**src/rtl/control_unit.sv**
```systemverilog
// Access-control FSM: request -> authenticate -> confirm -> commit 35-bit config word.
// Latency: confirm rise in CONFIG commits on that clock; configout/write_en are registered and seen in WRITE.
// No backpressure: write_en is a fire-and-forget one-cycle strobe, and repeated bad credentials lock the unit until reset.
module control_unit #(
   parameter int         CFG_W     = 35,
   parameter logic [1:0] PASSWORD  = 2'b11,
   parameter logic [1:0] SYSKEY    = 2'b11,
   parameter int         MAX_FAILS = 3
) (
   input  logic             clk,
   input  logic             arst,
   input  logic             request,
   input  logic             confirm,
   input  logic [1:0]       password,
   input  logic [1:0]       syskey,
   input  logic [CFG_W-1:0] configin,
   output logic [CFG_W-1:0] configout,
   output logic             write_en,
   output logic [2:0]       dbg_state
);

   localparam int FW = $clog2(MAX_FAILS + 1);

   typedef enum logic [2:0] {
      IDLE   = 3'd0,
      AUTH   = 3'd1,
      CONFIG = 3'd2,
      WRITE  = 3'd3,
      DONE   = 3'd4,
      DENIED = 3'd5,
      LOCKED = 3'd6,
      UNUSED = 3'd7
   } state_t;

   state_t        state;
   state_t        next_state;
   logic [FW-1:0] fail_cnt;
   logic [FW-1:0] fail_nxt;
   logic          confirm_q;
   logic          conf_rise;
   logic          cred_ok;
   logic          cfg_load;

   // A held confirm yields a single event: only the 0->1 transition counts.
   assign conf_rise = confirm & ~confirm_q;
   assign cred_ok   = (password == PASSWORD) && (syskey == SYSKEY);
   assign dbg_state = state;

   // Next-state, failure counting and configuration-load decision.
   always_comb begin
      next_state = state;
      fail_nxt   = fail_cnt;
      cfg_load   = 1'b0;
      case (state)
         IDLE: begin
            if (request) next_state = AUTH;
         end
         AUTH: begin
            // Dropping request wins over a simultaneous confirm; the attempt is not counted.
            if (!request) begin
               next_state = IDLE;
            end else if (conf_rise) begin
               if (cred_ok) begin
                  next_state = CONFIG;
                  fail_nxt   = '0;
               end else begin
                  if (fail_cnt < FW'(MAX_FAILS)) fail_nxt = fail_cnt + FW'(1);
                  next_state = (fail_nxt == FW'(MAX_FAILS)) ? LOCKED : DENIED;
               end
            end
         end
         CONFIG: begin
            if (!request) begin
               next_state = IDLE;
            end else if (conf_rise) begin
               next_state = WRITE;
               cfg_load   = 1'b1;
            end
         end
         WRITE: begin
            // The commit strobe always completes regardless of request.
            next_state = DONE;
         end
         DONE, DENIED: begin
            if (!request) next_state = IDLE;
         end
         LOCKED: begin
            next_state = LOCKED;
         end
         default: begin
            next_state = IDLE;
         end
      endcase
   end

   // State, counters, confirm history and registered outputs.
   always_ff @(posedge clk or negedge arst) begin
      if (!arst) begin
         state     <= IDLE;
         fail_cnt  <= '0;
         confirm_q <= 1'b0;
         write_en  <= 1'b0;
         configout <= '0;
      end else begin
         state     <= next_state;
         fail_cnt  <= fail_nxt;
         confirm_q <= confirm;
         write_en  <= (next_state == WRITE);
         if (cfg_load) configout <= configin;
      end
   end

endmodule

```
**config.mk**
```make
export PLATFORM = sky130hd
export DESIGN_NAME = control_unit
export DESIGN_NICKNAME = d
export VERILOG_FILES = /design/src/rtl/control_unit.sv
export SDC_FILE = /design/constraint.sdc
export NUM_CORES = 1
export LEC_CHECK = 0
export ABC_CLOCK_PERIOD_IN_PS = 1900
export CAP_MARGIN = 20
export CORE_MARGIN = 8
export CORE_UTILIZATION = 34
export DETAILED_ROUTE_END_ITERATION = 10
export PLACE_DENSITY_LB_ADDON = 0.05
export SKIP_CTS_REPAIR_TIMING = 1
export SLEW_MARGIN = 0
export SYNTH_ARGS = -nofsm -noshare
export SYNTH_HDL_FRONTEND = slang
export SYNTH_SLANG_ARGS = --single-unit
export TNS_END_PERCENT = 100
```
**constraint.sdc**
```tcl
create_clock -name clk -period 1.9 [get_ports clk]
set_clock_uncertainty 0.1 [all_clocks]
set_input_delay 0.38 -clock clk [delete_from_list [all_inputs] [get_ports clk]]
set_output_delay 0.38 -clock clk [all_outputs]
set_load 0.05 [all_outputs]
```
# Word level (Yosys, flattened, before mapping)
# Index checks and enable logic that the tools add are counted.
# word_totals
romBits,0
mem_count,0
register_bits,42
mem_bits_rw,0
latchBits,0
# op_classes
n_mux,18
magnitude_cmp,1
n_div,0
mul,0
n_bitwise,2
reduce_logical,4
addsub,1
n_shift,0
n_eq_ne,10
# ops
op,count
$mux W3,7
$pmux W3 S6,1
$mux W2,7
$eq A3 B2 Y1 const B,3
$eq A3 B3 Y1 const B,3
$eq A2 B2 Y1 const B,3
$eq A3 B1 Y1 const B,1
$logic_not A3 Y1,1
$mux W1,3
$reduce_and A3 Y1,1
$add A2 B1 Y2 const B,1
$lt A2 B2 Y1 const B,1
$reduce_or A2 Y1,1
$and A1 B1 Y1,1
$logic_and A1 B1 Y1,1
$not A1 Y1,1

# Longest topological paths before layout
# depth
ltp_word,13
ltp_mapped,5
mapped_depth_nobuf,3

# Worst setup path before layout
# No wires, ideal clock.
# synth_timing
path_kind,reg-to-reg
from,"register state[2], in the netlist dbg_state[2]"
to,register configout[10]
n_path_buf,2
period_less_slack_ns,1.922
path_slack_ns,-0.022
arrival_time_ns,1.696
required_ns,1.675
path_stages_with_launch,6
cell_sequence,dfrtp_1 -> and4bb_4 -> nand3b_2 -> buf_6 -> buf_12 -> mux2_4
# synth_via
elab_chain_cells,2
# synth_rtl
element,line_no,rtl
"start, declared",35,state_t state;
"start signal, assigned",105,state <= next_state;
$eq A3 B2 Y1,54,case (state)
$mux W1,54,
"end signal, assigned",109,if (cfg_load) configout <= configin;
"end, declared",17,"output logic [CFG_W-1:0] configout,"
# Every way passes these cells.
# A chain may end at the register's enable or synchronous reset.

# Final worst setup path
# layout_timing
from,input confirm
to,register configout[15]
# layout_via
elab_chain_cells,4
# layout_rtl
element,line_no,rtl
"start, declared",13,"input logic confirm,"
$and A1 B1 Y1,45,assign conf_rise = confirm & ~confirm_q;
$mux W1,75,end else if (conf_rise) begin
$mux W1,73,if (!request) begin
$mux W1,54,
# Every way passes these cells.

==> run summary <==
Status -> finished clean
Share of cells above drive strength 1 -> 0.472
Top_reg_cell synth -> dfrtp_1
PortBufs -> 81
CTS sink cnt -> 42
MaxCap Viol Count -> 0
Grt ovf -> 0
Worst VDD drop -> 0.442 mV
Starting Density -> 0.352
N_diodes -> 0
WL final -> 4210 um
Mapped Cells -> 106
# rows -> 26
Largest net degree at the start of global routing -> 24
Seq pwr share -> 0.405
Final period util -> 0.913
Cell Pwr Density -> 961 nW/um2
Sw frac -> 0.294
Via count -> 1,200
Seq/Total Area, Yosys -> 0.585
Clock buffer depth -> 2
DIE HEIGHT -> 88.7 um
Synthesized cell area -> 1800 um2
Internal -> 1870 uW
Number of nets in the layout -> 239
Synth top area cells -> dfrtp_1 (59%), mux2_4 (24%), mux2_2 (4.4%)
Minimum clock period -> 1740 ps
Switch Pwr -> 775 uW
Area leader, netlist -> dfrtp_1
Unique masters post-synth -> 23
First-pass GRT wire length -> 6610 um
WHS -> 416 ps
CTS tree -> built
Area grow syn2layout -> 53.1%
Inserted Clock Buffers -> 5
Synthesis warning total -> 0
Arrival time at the worst endpoint -> 1810 ps
Clock latency on the worst-skew pair -> 280 ps
Io pins -> 82
# DRC -> 0
DP Wirelength -> 3230 um
Detailed Routing Iterations Pass 1 -> 4
RSZ-0062 raised after global routing -> false
Fin. max-slew vios -> 0
Clock power frac -> 0.324
EDFF count, synth -> 0
WL/cell -> 15.8 um
Post-Syn Nets -> 149
Post-synthesis async set-or-reset flop share -> 1.00
Final antenna-violating net count -> 0
Setup violations, final -> 0
Crit Path Category -> in2reg
CTS H-Tree Depth -> 2
Initial DRC count -> 35
Final Util -> 0.538
Most frequent cells in the layout -> dfrtp_1 (41), clkdlybuf4s50_1 (41), buf_4 (41), mux2_4 (29), mux2_2 (7)
Crit start category -> input pin
Static Leak -> 0.00143 uW
Die width -> 88.7 um
Slew margin rel. -> 0.679
CP Capture Type -> register
Fin. Hold Viols -> 0
Vias in the first global route -> 1,315
Tightest Pin Transition -> 481 ps
DIE AREA -> 7860 um2
Share of the synthesized area in the top cell type -> 0.585
Core ar. -> 5110 um2
Logic pwr share -> 0.271
Worst min-delay path class -> reg2reg
Routability cong. -> 0.787
CP Max Fanout -> 17
Via density per instance -> 4.49
Highest clock rate -> 0.576 GHz
GRT Total Usage -> 0.110
Worst-path clk slew -> 80 ps
Syn avg cell area -> 16.9 um2
Antenna violations before repair -> 0
Root buf cell -> clkbuf_8
Critical Path RT -> 1970 ps
Seq cells post-synth -> 42
synth_stat cells, drive strengths merged (2+ instances only):
master / n
a31oi: 3
buf: 4
dfrtp: 42
nor2: 2
inv: 4
mux2: 36
critical path, cell delays in order:
cell             delay [ps]
clkdlybuf4s50_1         520
and4bb_4                250
nand3b_2                140
buf_12                  200
mux2_4                  310
state kept, by name (all words and copies together) (netlist names):
name and count:
confirm_q 1, fail_cnt 2, dbg_state 3, configout 35, write_en 1
final timing paths:
check / slack, ps / end / startpoint / cells after the start
worst max-delay path: 160 / configout[15]$_DFFE_PN0P_ / confirm / 5
max in group asynchronous: 720 / configout[26]$_DFFE_PN0P_ / arst / 3
worst min-delay path: 420 / configout[11]$_DFFE_PN0P_ / configout[11]$_DFFE_PN0P_ / 1
worst min register to register: 420 / configout[11]$_DFFE_PN0P_ / configout[11]$_DFFE_PN0P_ / 1
min in group asynchronous: 490 / configout[14]$_DFFE_PN0P_ / arst / 2
worst max register to register: 250 / configout[15]$_DFFE_PN0P_ / dbg_state[2]$_DFF_PN0_ / 4
through the flow:
stage	area (um2)	setup WS [ps]	cells	power (uW)	setup TNS, ps
after floorplan	1800	101	106	1520	0
after global placement	2600	-102	258	1790	-3340
after detailed placement	2600	-127	258	1810	-4020
after CTS	2740	177	266	2680	0
after global routing	2750	140	267	2770	0
final	2750	165	267	2640	0
layer usage:
layer	global-route usage	vias to the layer above	routed length, um
li1	-	555	-
met1	0.138	593	1880
met2	0.165	50	1990
met3	0.0446	2	324
met4	0.0369	0	23
met5	0	-	0
cell type report:
cell class / count / area (um2)
Sequential cell: 42 / 1050
Clock inverter: 2 / 60.1
Timing Repair Buffer: 87 / 793
Inverter: 4 / 15.0
Multi-Input combinational cell: 56 / 658
Clock buffer: 6 / 82.6
Fill cell: 427 / 2360
Tap cell: 70 / 87.6
cell families after synthesis:
group           after synthesis  synth area share
buf+inv                       8            0.0481
compound gates               10            0.0390
flops                        42             0.585
mux                          36             0.286
simple gates                 10            0.0411
power by group through the flow:
| stage | Clock, uW | Combinational [uW] | Sequential [uW] |
|---|---|---|---|
| 6_report | 856 | 716 | 1070 |
| 4_1_cts | 890 | 723 | 1070 |
| 3_5_place_dp | 0 | 722 | 1080 |
| 2_1_floorplan | 0 | 164 | 1350 |
| 3_3_place_gp | 0 | 713 | 1080 |
| 5_1_grt | 930 | 756 | 1090 |
Power figures use the tool's default switching activity.
